<file path="src/rtl/clock_pkg.sv">
// clock_pkg: shared alarm FSM states, field widths and time limits
package clock_pkg;
    typedef enum logic [1:0] {
        ST_DISARMED = 2'd0,
        ST_ARMED    = 2'd1,
        ST_RINGING  = 2'd2,
        ST_SNOOZE   = 2'd3
    } state_t;
    localparam int HOUR_W = 5;
    localparam int MIN_W  = 6;
    localparam int SEC_W  = 6;
    localparam int CNT_W  = 10;
    localparam logic [HOUR_W-1:0] MAX_HOUR = 5'd23;
    localparam logic [MIN_W-1:0]  MAX_MIN  = 6'd59;
endpackage

</file>
<file path="src/rtl/alarm_sec_counter.sv">
// alarm_sec_counter: sec_tick counter with clear and done-at-limit strobe
module alarm_sec_counter
    import clock_pkg::*;
(
    input  logic             MCLK,
    input  logic             RESET,
    input  logic             clr,
    input  logic             en,
    input  logic             sec_tick,
    input  logic [CNT_W-1:0] limit,
    output logic             done
);
    logic [CNT_W-1:0] count;
    always_ff @(posedge MCLK) begin
        if (RESET || clr) count <= '0;
        else if (en && sec_tick) count <= count + 1'b1;
    end
    assign done = en && sec_tick && (count == limit - 1'b1);
endmodule

</file>
<file path="src/rtl/alarm_controller.sv">
// alarm_controller: alarm time store, match detect and ring/snooze FSM
module alarm_controller
    import clock_pkg::*;
#(
    parameter int RING_TIMEOUT_S = 60,
    parameter int SNOOZE_S       = 300,
    parameter int MAX_SNOOZE     = 3,
    parameter int DEFAULT_HOUR   = 7,
    parameter int DEFAULT_MIN    = 0
) (
    input  logic              MCLK,
    input  logic              RESET,
    input  logic              sec_tick,
    input  logic [HOUR_W-1:0] cur_hour,
    input  logic [MIN_W-1:0]  cur_min,
    input  logic [SEC_W-1:0]  cur_sec,
    input  logic              set_en,
    input  logic [HOUR_W-1:0] set_hour,
    input  logic [MIN_W-1:0]  set_min,
    input  logic              arm_toggle,
    input  logic              dismiss,
    input  logic              snooze,
    output logic              alarm_ringing,
    output logic              alarm_armed,
    output logic [HOUR_W-1:0] alarm_hour,
    output logic [MIN_W-1:0]  alarm_min,
    output logic [1:0]        snooze_count
);
    localparam logic [CNT_W-1:0]  RING_LIM = CNT_W'(RING_TIMEOUT_S);
    localparam logic [CNT_W-1:0]  SNZ_LIM  = CNT_W'(SNOOZE_S);
    localparam logic [1:0]        SNZ_MAX  = 2'(MAX_SNOOZE);
    localparam logic [HOUR_W-1:0] DEF_HOUR = HOUR_W'(DEFAULT_HOUR);
    localparam logic [MIN_W-1:0]  DEF_MIN  = MIN_W'(DEFAULT_MIN);
    state_t     state, nxt;
    logic       match, match_q, trigger, set_ok, done, ring_d, armed_d;
    logic [1:0] sc_d;
    assign match   = (cur_hour == alarm_hour) && (cur_min == alarm_min) && (cur_sec == '0);
    assign trigger = match && !match_q;
    assign set_ok  = set_en && (set_hour <= MAX_HOUR) && (set_min <= MAX_MIN);
    alarm_sec_counter u_cnt (
        .MCLK     (MCLK),
        .RESET    (RESET),
        .clr      (nxt != state),
        .en       (state == ST_RINGING || state == ST_SNOOZE),
        .sec_tick (sec_tick),
        .limit    (state == ST_SNOOZE ? SNZ_LIM : RING_LIM),
        .done     (done)
    );
    always_ff @(posedge MCLK) begin
        if (RESET) begin
            state         <= ST_DISARMED;
            match_q       <= 1'b0;
            alarm_ringing <= 1'b0;
            alarm_armed   <= 1'b0;
            alarm_hour    <= DEF_HOUR;
            alarm_min     <= DEF_MIN;
            snooze_count  <= 2'd0;
        end else begin
            state         <= nxt;
            match_q       <= match;
            alarm_ringing <= ring_d;
            alarm_armed   <= armed_d;
            snooze_count  <= sc_d;
            if (set_ok) begin
                alarm_hour <= set_hour;
                alarm_min  <= set_min;
            end
        end
    end
    always_comb begin
        nxt = state;
        case (state)
            ST_DISARMED: nxt = arm_toggle ? ST_ARMED : ST_DISARMED;
            ST_ARMED:    nxt = arm_toggle ? ST_DISARMED : trigger ? ST_RINGING : ST_ARMED;
            ST_RINGING:  nxt = arm_toggle                         ? ST_DISARMED :
                               (dismiss || set_ok)                ? ST_ARMED    :
                               (snooze && snooze_count < SNZ_MAX) ? ST_SNOOZE   :
                               done                               ? ST_ARMED    : ST_RINGING;
            ST_SNOOZE:   nxt = arm_toggle          ? ST_DISARMED :
                               (dismiss || set_ok) ? ST_ARMED    :
                               done                ? ST_RINGING  : ST_SNOOZE;
            default:     nxt = ST_DISARMED;
        endcase
    end
    always_comb begin
        ring_d  = nxt == ST_RINGING;
        armed_d = nxt != ST_DISARMED;
        sc_d    = (nxt == ST_ARMED || nxt == ST_DISARMED)      ? 2'd0 :
                  (state == ST_RINGING && nxt == ST_SNOOZE)   ? snooze_count + 2'd1 : snooze_count;
    end
endmodule

</file>
<file path="config.mk">
export PLATFORM = sky130hd
export DESIGN_NAME = alarm_controller
export DESIGN_NICKNAME = d
export VERILOG_FILES = /design/src/rtl/clock_pkg.sv /design/src/rtl/alarm_sec_counter.sv /design/src/rtl/alarm_controller.sv
export SDC_FILE = /design/constraint.sdc
export NUM_CORES = 1
export LEC_CHECK = 0
export ABC_AREA = 0
export ABC_CLOCK_PERIOD_IN_PS = 2700
export CORE_UTILIZATION = 32
export CTS_CLUSTER_DIAMETER = 50
export CTS_CLUSTER_SIZE = 12
export DETAILED_ROUTE_END_ITERATION = 8
export GPL_ROUTABILITY_DRIVEN = 0
export PLACE_DENSITY = 0.59
export SETUP_SLACK_MARGIN = 0.05
export SLEW_MARGIN = 5
export SYNTH_ARGS = -nofsm -noshare
export SYNTH_HDL_FRONTEND = slang
export SYNTH_HIERARCHICAL = 1
export SYNTH_SLANG_ARGS = --single-unit
</file>
<file path="constraint.sdc">
create_clock -name MCLK -period 2.7 [get_ports MCLK]
set_input_delay 0.405 -clock MCLK [delete_from_list [all_inputs] [get_ports MCLK]]
set_output_delay 0.405 -clock MCLK [all_outputs]
set_load 0.05 [all_outputs]
</file>
Word level (Yosys, flattened, before mapping)
Index checks and enable logic that the tools add are counted.
{ "classes": {"addsub": 3, "order_cmp": 3, "reduce_logical": 19, "muxes": 12, "eq_ne": 10} }
{ "ops": {"columns": ["cell", "count"], "rows": [
  ["$mux W2", 8],
  ["$add A10 B1 Y10 const B", 1],
  ["$eq A10 B10 Y1", 1],
  ["$sub A9 B1 Y10 const B", 1],
  ["$logic_and A1 B1 Y1", 9],
  ["$mux W9", 1],
  ["$eq A2 B2 Y1 const B", 4],
  ["$pmux W2 S4", 1],
  ["$eq A6 B6 Y1", 1],
  ["$le A6 B6 Y1 const B", 1],
  ["$logic_not A6 Y1", 1],
  ["$eq A5 B5 Y1", 1],
  ["$le A5 B5 Y1 const B", 1],
  ["$eq A2 B1 Y1 const B", 2],
  ["$logic_not A2 Y1", 2],
  ["$logic_or A1 B1 Y1", 4],
  ["$add A2 B1 Y2 const B", 1],
  ["$lt A2 B2 Y1 const B", 1],
  ["$mux W1", 2],
  ["$ne A2 B2 Y1", 1],
  ["$reduce_bool A2 Y1", 1],
  ["$reduce_or A2 Y1", 1],
  ["$logic_not A1 Y1", 1]
]} }
{ "word_totals": {"input_bits": 35, "register_bits": 28, "wordCells": 55} }

Logic depth before layout (Yosys ltp)
{ "depth": {"depth_word": 13, "ltp_mapped": 12, "mapped_depth_nobuf": 11} }

By module
The synthesis kept the hierarchy.
{ "by_module_without_submodules": {"columns": ["module", "instances", "area_each_um2", "cells_per_inst", "seq_area_each_um2"], "rows": [
  ["alarm_controller", 1, 914.6, 100, 360.3],
  ["alarm_sec_counter", 1, 783.3, 96, 200.2]
]} }

Worst setup path after synthesis
No wires, ideal clock.
{ "synth_path": {"path_type": "reg2reg", "start": "register state[1]", "end": "register u_cnt.count[1]", "slack_ns": 0.201, "path_buffers": 1, "arrival_ns": 2.428, "synth_period_minus_slack_ns": 2.499, "path_stages_with_launch": 11, "path_cell_list": "dfxtp_1 > nand2_1 > inv_1 > xnor2_1 > xnor2_1 > a2111oi_2 > or4_1 > a221o_1 > or2_2 > clkbuf_1 > a21oi_1"} }
{ "synth_via": {"elab_chain_len": 12, "elab_cells_between_ends": 20} }
{ "synth_lines": {"columns": ["element", "line", "text"], "rows": [
  ["start: declaration", "alarm_controller.sv:34", "state_t state, nxt;"],
  ["start signal: assignment", "alarm_controller.sv:59", "state <= nxt;"],
  ["$eq A2 B2 Y1", "alarm_controller.sv:44, alarm_controller.sv:46", null],
  ["$mux W9", "alarm_controller.sv:46", ".limit (state == ST_SNOOZE ? SNZ_LIM : RING_LIM),"],
  ["$sub A9 B1 Y10", "alarm_sec_counter.sv:18", "assign done = en && sec_tick && (count == limit - 1'b1);"],
  ["$eq A10 B10 Y1", "alarm_sec_counter.sv:18", null],
  ["$logic_and A1 B1 Y1 (*)", "alarm_sec_counter.sv:18", null],
  ["via done", "alarm_controller.sv:35", "logic match, match_q, trigger, set_ok, done, ring_d, armed_d;"],
  ["$mux W2", "alarm_controller.sv:78", "done ? ST_ARMED : ST_RINGING;"],
  ["$mux W2", "alarm_controller.sv:77", "(snooze && snooze_count < SNZ_MAX) ? ST_SNOOZE :"],
  ["$mux W2", "alarm_controller.sv:76", "(dismiss || set_ok) ? ST_ARMED :"],
  ["$mux W2", "alarm_controller.sv:75", "ST_RINGING: nxt = arm_toggle ? ST_DISARMED :"],
  ["$pmux W2 S4 (*)", "alarm_controller.sv:72", "case (state)"],
  ["$ne A2 B2 Y1 (*)", "alarm_controller.sv:43", ".clr (nxt != state),"],
  ["$logic_or A1 B1 Y1 (*)", "alarm_sec_counter.sv:15", "if (RESET || clr) count <= '0;"],
  ["end signal: assignment", "alarm_sec_counter.sv:16", "else if (en && sec_tick) count <= count + 1'b1;"],
  ["end: declaration", "alarm_sec_counter.sv:13", "logic [CNT_W-1:0] count;"]
]} }
The timed path passes the listed nets; every way through them passes the cells marked *.
A chain may end at the register's enable or synchronous reset.

Worst setup path in the final report
{ "layout_path": {"start": "register state[0]", "end": "register u_cnt.count[1]"} }
The elaborated chain is that of the path after synthesis.

==> metrics.txt <==
Syn-to-layout area delta 46.4%; core area 5110 sq um; Max Slew Vio Count 0; crit path from state[0]$_SDFF_PP0_; Final Cycle Share 88.8%; Max H-tree Level 1; met2 WL 1610 um; register area share after synthesis 33.0%; Critical Path Fanout Max 10; Tot GR Track Use 14.7%; Final Critical Period 2.40 ns; die width 74.8 um; CTS tree built; Die Ht 74.8 um; mux cell area share after synthesis 2.95%; R2R depth 9; number of synthesized flops with an enable pin 0; total number of yosys warnings 6; post-synthesis xor/xnor area fraction 18.1%; cts bufs inserted 3; required time of the critical path 2.91 ns; Tot Pwr 919 uW; CP delay by family, top simple AND/OR/NAND/NOR gates; Die ar. 5600 sq um; status completed; max_cap viols 0; critical path endpoint u_cnt/count[1]$_SDFFE_PP0P_; NumNets Final 322; critical path class flip-flop to flip-flop; Starting Density 33.2%; routed vias 1,542; CP Launch Type flip-flop; type of the worst min-delay path flip-flop to flip-flop; root buffer cell clkbuf_8; asr flop ratio synth 0%; drt initial violations 39; Netlist Area Pre-Place 1700 sq um; fmax 417 MHz; total global routing overflow 0; slew margin rel. 63.0%; Worst Path Buf+Inv 1; critical-path cell list nand2_2 -> inv_1 -> xnor2_1 -> xnor2_1 -> a2111oi_2 -> or4_1 -> a221o_1 -> or2_2 -> a21oi_1; Antenna Cells 0; Max stage delay on crit path 0.51 ns; RSZ-0062 raised after global routing true; clk slew on worst S/H paths 0.09 ns; row count 26; largest net degree at the start of global routing 18; DP HPWL 3000 um; DRC Markers 0; Post-Synth Simple-Gate Area 30.1%; Fin. Hold Viols 0; clock buffer depth 2; Port-buffer cells 49; final setup violating endpoints 0; cts hold-fix bufs 0; worst r2r src state[0]$_SDFF_PP0_; Metal-1 WL 1840 um; met3 routed WL 223 um; vias in the first global route 1,461; initial antenna violation count 0; DRT Pass-1 Iters 4; cells after synthesis 196; hold_sp u_cnt/count[1]$_SDFFE_PP0P_; post-synthesis compound-gate area fraction 10.4%; CP arrival 2.61 ns; Netlist cell types 46; setup_tns 0 ns; post-synthesis adder-cell area fraction 2.21%; Util after Layout 48.7%; slowest stage cell on the critical path or4_1; fraction of layout cells with a size suffix above 1 7.77%; nature of the critical path endpoint flip-flop; IO Count 50; fillers 529; first-pass GRT wire length 6380 um; clk_lat worst skew 0.27 ns; top sig layer met4; Worst Clk Skew 0.00114 ns; drt via density 4.37; Worst R2R End u_cnt/count[1]$_SDFFE_PP0P_; clock sink count 28; Critical Path Most Common Cell xnor2_1; antenna-violating nets left 0; area of the multi-input gates 1220 sq um; largest family of logic cells by synthesized area simple AND/OR/NAND/NOR gates; Worst R2R Setup Slack 0.30 ns; Post-CTS Resized 0; WL/cell 10.5 um; number of cells on the critical path 9; Post-synth top flop dfxtp_1; register area 561 sq um; routed wire length 3710 um; Power Density 370 nW/um^2; leakage power 0.000965 uW; worst-case vdd ir drop 0.000203 V; flops & latches, synth 28; Post-CTS Setup Inserts 0; Avg Synthesized Cell Area 8.66 sq um; Worst Tran Pin Value 0.547 ns
==> worst reg2reg max path: cells and delay by family, from the launching register on <==
| kind | cells | cell delay (ns) |
|---|---|---|
| buffers and inverters | 1 | 0.08 |
| AOI/OAI and AO/OA | 3 | 0.56 |
| and+or+nand+nor | 3 | 1.03 |
| DFF | 1 | 0.34 |
| xor gates and xnor gates | 2 | 0.32 |
==> registers in the layout, indices dropped and copies added, names as in the netlist <==
register and flops:
alarm_min 6, alarm_hour 5, alarm_armed 1, alarm_ringing 1
snooze_count 2, state 2, u_cnt/count 10, match_q 1
==> placed cells by master, fill, tap and decap left out, types with 4 or more instances in the layout <==
cell type and instances:
a211o_1 4, a21oi_1 4, and3_1 4, buf_4 7, clkbuf_8 4, clkdlybuf4s50_1 49, conb_1 35, dfxtp_1 28
inv_1 6, mux2i_1 5, nand2_1 13, nand4_1 4, nor2_1 28, nor2b_1 6, nor3_1 7, nor4_1 6
xnor2_1 21, xor2_1 14
==> synth_stat cells, drive strengths merged, types with 2 or more instances <==
cell type  instances  area share [%]
nor2b              6             2.2
dfxtp             28              33
mux2i              5             2.9
and3               4             1.5
inv                6             1.3
a31oi              3             2.0
a211o              5             2.7
or4                3             1.8
xnor2             21              11
nor4b              2             1.0
nand4              4             1.5
buf                2            0.59
nor3               7             2.1
conb               2            0.44
nor4               7             3.5
nand3              2            0.59
nand2             14             3.1
nor2              28             6.2
o21ai              2            0.59
xor2              14             7.2
a21oi              4             1.2
nand2b             2            0.74
or4b               3             2.0
clkbuf             4            0.88
ha                 3             2.2
==> metal layers <==
metal / track usage [%] / vias up
li1: - / 818
met1: 19.4 / 679
met2: 23.4 / 41
met3: 4.02 / 4
met5: 0 / -
met4: 4.61 / 0
==> power by group <==
part           internal [uW]  total, uW  switching (uW)
clock                    130        255             124
combinational            111        224             113
sequential               427        441            13.4
total                    669        919             251
==> logic make-up after synthesis <==
| group | count (synthesis) |
|---|---|
| AO/OA/AOI/OAI | 20 |
| XOR/XNOR | 35 |
| adder cells (fa/ha/maj) | 3 |
| buffers and inverters | 12 |
| flip-flops | 28 |
| multiplexers | 5 |
| other | 2 |
| AND/OR/NAND/NOR | 91 |
==> stage by stage <==
step | worst slack [ns] | cells | area (sq um) | hold WS (ns)
6_report | 0.302 | 353 | 2480 | 0.519
5_1_grt | 0.0186 | 353 | 2480 | 0.552
4_1_cts | 0.203 | 353 | 2480 | 0.520
3_5_place_dp | 0.0462 | 349 | 2430 | 0.510
3_3_place_gp | 0.114 | 349 | 2430 | 0.500
2_1_floorplan | 0.201 | 229 | 1820 | 0.473
==> final cells by class <==
cell class	instances	share of cell area (%)
inverter	6	0.906
clock buffer	4	2.22
sequential	28	22.6
multi-input combinational	189	48.9
tap	70	3.52
timing repair buffer	56	21.9
==> worst min-delay path by stage <==
stage / to / slack, ns / cells after the start
2_1_floorplan: u_cnt/count[1]$_SDFFE_PP0P_ / 0.47 / 2
3_3_place_gp: u_cnt/count[1]$_SDFFE_PP0P_ / 0.50 / 2
3_5_place_dp: u_cnt/count[1]$_SDFFE_PP0P_ / 0.51 / 2
4_1_cts: u_cnt/count[1]$_SDFFE_PP0P_ / 0.52 / 2
5_1_grt: u_cnt/count[1]$_SDFFE_PP0P_ / 0.55 / 2
6_report: u_cnt/count[1]$_SDFFE_PP0P_ / 0.52 / 2
(Power assumes the default switching activity.)
==> edit 1: new RTL, same flow settings <==
Register the input `set_en` before use, without a reset. The logic sees it one clock later. The other inputs are not delayed to match.
--- a/src/rtl/alarm_controller.sv
+++ b/src/rtl/alarm_controller.sv
@@ -31,12 +31,19 @@
     localparam logic [1:0]        SNZ_MAX  = 2'(MAX_SNOOZE);
     localparam logic [HOUR_W-1:0] DEF_HOUR = HOUR_W'(DEFAULT_HOUR);
     localparam logic [MIN_W-1:0]  DEF_MIN  = MIN_W'(DEFAULT_MIN);
+
+    logic set_en_q;
+
+    always_ff @(posedge MCLK) begin
+        set_en_q <= set_en;
+    end
+
     state_t     state, nxt;
     logic       match, match_q, trigger, set_ok, done, ring_d, armed_d;
     logic [1:0] sc_d;
     assign match   = (cur_hour == alarm_hour) && (cur_min == alarm_min) && (cur_sec == '0);
     assign trigger = match && !match_q;
-    assign set_ok  = set_en && (set_hour <= MAX_HOUR) && (set_min <= MAX_MIN);
+    assign set_ok  = set_en_q && (set_hour <= MAX_HOUR) && (set_min <= MAX_MIN);
     alarm_sec_counter u_cnt (
         .MCLK     (MCLK),
         .RESET    (RESET),
Function: changed (a bounded check fails within 4 cycles, from zero or initial values and one cycle with RESET high).
==> edit 1 against the unedited design <==
Setup slack worse by 0.081 ns. Cell count up 1.4%. Count of clock-buffer cells in the layout up 4. Wire length up 4.7%. Synthesized area up 1.2%. Sequential cell count up 1. Cell area up 2.0%. Power up 11%. Maximum frequency down 3.3%. Clock power up 33%. Hold slack worse by 0.0050 ns. Critical path type unchanged. Largest cell class unchanged. Largest power group unchanged.
==> edit 1: results (changes against the unedited design) <==
first-pass GRT wire length - 6.078 mm (was 6.382 mm)
Critical Path AT - 2.69 ns (was 2.61 ns)
Max VDD drop - 258.4 uV (was 203.2 uV)
pre-CTS setup slack - 0.04000 ns (was 0.04616 ns)
post-detail-place hpwl - 3.050 mm (was 2.997 mm)
Leak - 0.9838 nW (was 0.9651 nW)
met2 wire length - 1.732 mm (was 1.612 mm)
Antenna Cells - 0 (unchanged)
Slew Limit Headroom - 62.28% (was 63.04%)
WL per Instance - 10.85 microns (was 10.51 microns)
Placed Cells - 350 (was 349)
length of routed met3 wiring - 279 microns (was 223 microns)
Post-synth ARST share - 0% (unchanged)
DRT Wirelength - 3.883 mm (was 3.709 mm)
Num CTS Buffers - 5 (was 3)
layout cells sized above 1 - 7.986% (was 7.774%)
vias in the first global route - 1394 (was 1461)
Tot GR Track Use - 14.65% (was 14.70%)
dominant cells by area after synthesis - dfxtp_1, xnor2_1, xor2_1 (unchanged)
Starting DRT DRC Count - 40 (was 39)
outcome - completed (unchanged)
Setup Buffers After CTS - 0 (unchanged)
vias per inst - 4.399 (was 4.368)
M1 WL - 1.852 mm (was 1.844 mm)
Post-Syn Area per Cell - 8.720 sq um (was 8.663 sq um)
Layout Skew - 0.005075 ns (was 0.001140 ns)
Worst-path clk slew - 0.06 ns (was 0.09 ns)
Post-synth top cells - dfxtp_1, nor2_1, xnor2_1, nand2_1, xor2_1 (unchanged)
CTS H-tree depth - 2 (was 1)
sequential area share after synthesis - 33.79% (was 33.01%)
placement-stage cell area - 2455 sq um (was 2427 sq um)
Yosys cell types - 46 (unchanged)
largest net degree at the start of global routing - 18 (unchanged)
Nets - 325 (was 322)
==> edit 1: area by class of cell <==
| cell class | count | area (sq um) |
|---|---|---|
| well taps | 70 | 87.58 |
| clock buffers | 8 | 80.08 |
| multi-input cells | 189 | 1221 |
| flip-flops and latches | 29 | 580.6 |
| repair buffers | 56 | 543.0 |
| fillers | 543 | 2605 |
| inverters | 6 | 22.52 |
==> edit 1: worst max-delay path, stage by stage, from the launching register on <==
cell and delay [ns]:
dfxtp_1 0.31, nand2_1 0.18, inv_1 0.10, xnor2_1 0.14
xnor2_1 0.20, a2111oi_2 0.09, or4_1 0.51, a221o_1 0.34
or2_2 0.40, a21oi_1 0.13
==> edit 1: cell families after synthesis <==
| kind of cell | synth area share (%) |
|---|---|
| XOR/XNOR | 17.84 |
| other | 0.4372 |
| AND/OR/NAND/NOR | 29.79 |
| multiplexers | 2.913 |
| AO/OA/AOI/OAI | 10.27 |
| buffers and inverters | 2.767 |
| adder cells (fa/ha/maj) | 2.185 |
| flip-flops | 33.79 |
==> edit 1: final timing paths <==
| check | startpoint | to | slack (ns) | cells past startpoint |
|---|---|---|---|---|
| worst min register to register | u_cnt/count[1] | u_cnt/count[1] | 0.51 | 2 |
| worst max register to register | state[0] | u_cnt/count[1] | 0.22 | 9 |
| worst min-delay path | u_cnt/count[1] | u_cnt/count[1] | 0.51 | 2 |
| worst max-delay path | state[0] | u_cnt/count[1] | 0.22 | 9 |
==> edit 1: report_power, final <==
group / switching [mW] / internal, mW
clock: 0.157 / 0.183
sequential: 0.0130 / 0.443
combinational: 0.114 / 0.111
total: 0.284 / 0.738
==> edit 1: routing by layer <==
metal  up-vias  global-route usage [%]
li1        829                       -
met1       703                   17.82
met2        41                   22.72
met3         2                   6.693
met4         0                   5.556
met5         -                       0
==> edit 2: new RTL, config.mk and constraints unchanged <==
Made on the original files. Change the package constant `CNT_W` from 10 to 20.
--- a/src/rtl/clock_pkg.sv
+++ b/src/rtl/clock_pkg.sv
@@ -9,7 +9,7 @@
     localparam int HOUR_W = 5;
     localparam int MIN_W  = 6;
     localparam int SEC_W  = 6;
-    localparam int CNT_W  = 10;
+    localparam int CNT_W  = 20;
     localparam logic [HOUR_W-1:0] MAX_HOUR = 5'd23;
     localparam logic [MIN_W-1:0]  MAX_MIN  = 6'd59;
 endpackage
Formal check against the unedited RTL: same outputs for any inputs over 10 cycles, from zero or initial values and one cycle with RESET high; that may be too few to reach the edited logic, so the function may still have changed.
==> edit 2 against the unedited design <==
Synthesized cell count up 54%. Power up 38%. First-iteration DRC count up 130%. Wire length up 62%. Critical path type unchanged. Sequential cell count up 10. Cell area up 49%. Synthesized area up 48%. Largest cell class unchanged. Setup slack worse by 0.088 ns.
==> edit 2: results (changes against the unedited design) <==
Tcrit/Tclk final - 92.07% (was 88.82%)
launch point of the worst reg-to-reg path - u_cnt/count[5] (was state[0])
DRT Wirelength - 6.007 mm (was 3.709 mm)
largest net degree at the start of global routing - 21 (was 18)
placement-stage cell area - 3526 sq um (was 2427 sq um)
Critical Path AT - 2.71 ns (was 2.61 ns)
Max VDD drop - 226.4 uV (was 203.2 uV)
Synth Area in Compound Gates - 13.21% (was 10.39%)
Post-synth top cells - nor2_1, dfxtp_1, xnor2_1, xor2_1, nand2_1 (was dfxtp_1, nor2_1, xnor2_1, nand2_1, xor2_1)
crit-path max FO - 5 (was 10)
sequential area share after synthesis - 30.31% (was 33.01%)
Layout Skew - 0.008454 ns (was 0.001140 ns)
Slew Limit Headroom - 63.74% (was 63.04%)
Tot GR Track Use - 14.96% (was 14.70%)
non-filler cells, final - 547 (was 353)
Critical Path End - u_cnt/count[10] (was u_cnt/count[1])
Placed Cells - 535 (was 349)
met2 Use GR - 24.68% (was 23.42%)
Post-Synth Adder-Cell Area - 1.496% (was 2.211%)
pre-CTS setup slack - -0.2306 ns (was 0.04616 ns)
Nets - 485 (was 322)
vias per inst - 4.452 (was 4.368)
biggest regs - u_cnt/count x20, alarm_min x6, alarm_hour x5 (was u_cnt/count x10, alarm_min x6, alarm_hour x5)
first-pass GRT wire length - 10.12 mm (was 6.382 mm)
Worst R2R Path Depth - 11 (was 9)
met3 Usage GRT - 2.946% (was 4.016%)
outcome - completed (unchanged)
post-synthesis xor/xnor area fraction - 17.10% (was 18.05%)
multi-input logic area - 2003 sq um (was 1216 sq um)
Post-Syn Area per Cell - 8.311 sq um (was 8.663 sq um)
Num CTS Buffers - 5 (was 3)
slowest cell delay on critical path - 0.40 ns (was 0.51 ns)
r2r setup slk - 0.21 ns (was 0.30 ns)
fraction of synthesized area in multiplexers - 2.841% (was 2.948%)
==> edit 2: cell count changes after synthesis, moves of 6 or more <==
cell | before | now
dfxtp_1 | 28 | 38
nor2_1 | 28 | 42
nor3_1 | 7 | 13
o21ai_0 | 1 | 8
or3_1 | 1 | 10
xnor2_1 | 21 | 28
xor2_1 | 14 | 21
==> edit 2: kinds of logic (layout without fill, tap and decap cells) <==
group,Yosys count,in the layout
compound gates,41,41
xor+xnor,49,49
fa+ha+maj,3,3
buf+inv,19,91
flops,38,38
mux,7,7
other cells,2,73
simple gates,143,146
==> edit 2: power by group <==
| part | internal [mW] | total, mW | leakage [nW] | switching (mW) |
|---|---|---|---|---|
| clock | 0.205 | 0.411 | 0.0472 | 0.205 |
| sequential | 0.575 | 0.587 | 0.310 | 0.0122 |
| combinational | 0.131 | 0.272 | 1.06 | 0.141 |
==> edit 2: cell type report <==
class / instances / share of cell area [%]
Timing Repair Buffer: 76 / 18.71
Sequential cell: 38 / 20.60
Multi-Input combinational cell: 319 / 54.07
Clock inverter: 2 / 0.3377
Inverter: 7 / 0.7092
Clock buffer: 6 / 2.229
Tap cell: 99 / 3.343
==> edit 2: worst min path at each step <==
stage,from,end,slack (ns)
after floorplan,RESET,match_q,0.48
after global placement,u_cnt/count[10],u_cnt/count[10],0.51
after detailed placement,alarm_min[5],alarm_min[5],0.51
after CTS,alarm_min[5],alarm_min[5],0.52
after global routing,alarm_min[5],alarm_min[5],0.54
final,alarm_min[5],alarm_min[5],0.52
==> edit 2: timing repair <==
item,4_1_cts,5_1_grt
setup buffers,0,1
pin swaps,0,8
hold buffers,0,0
setup endpoints to repair,20,22
resized for setup,1,14
gates cloned,0,3
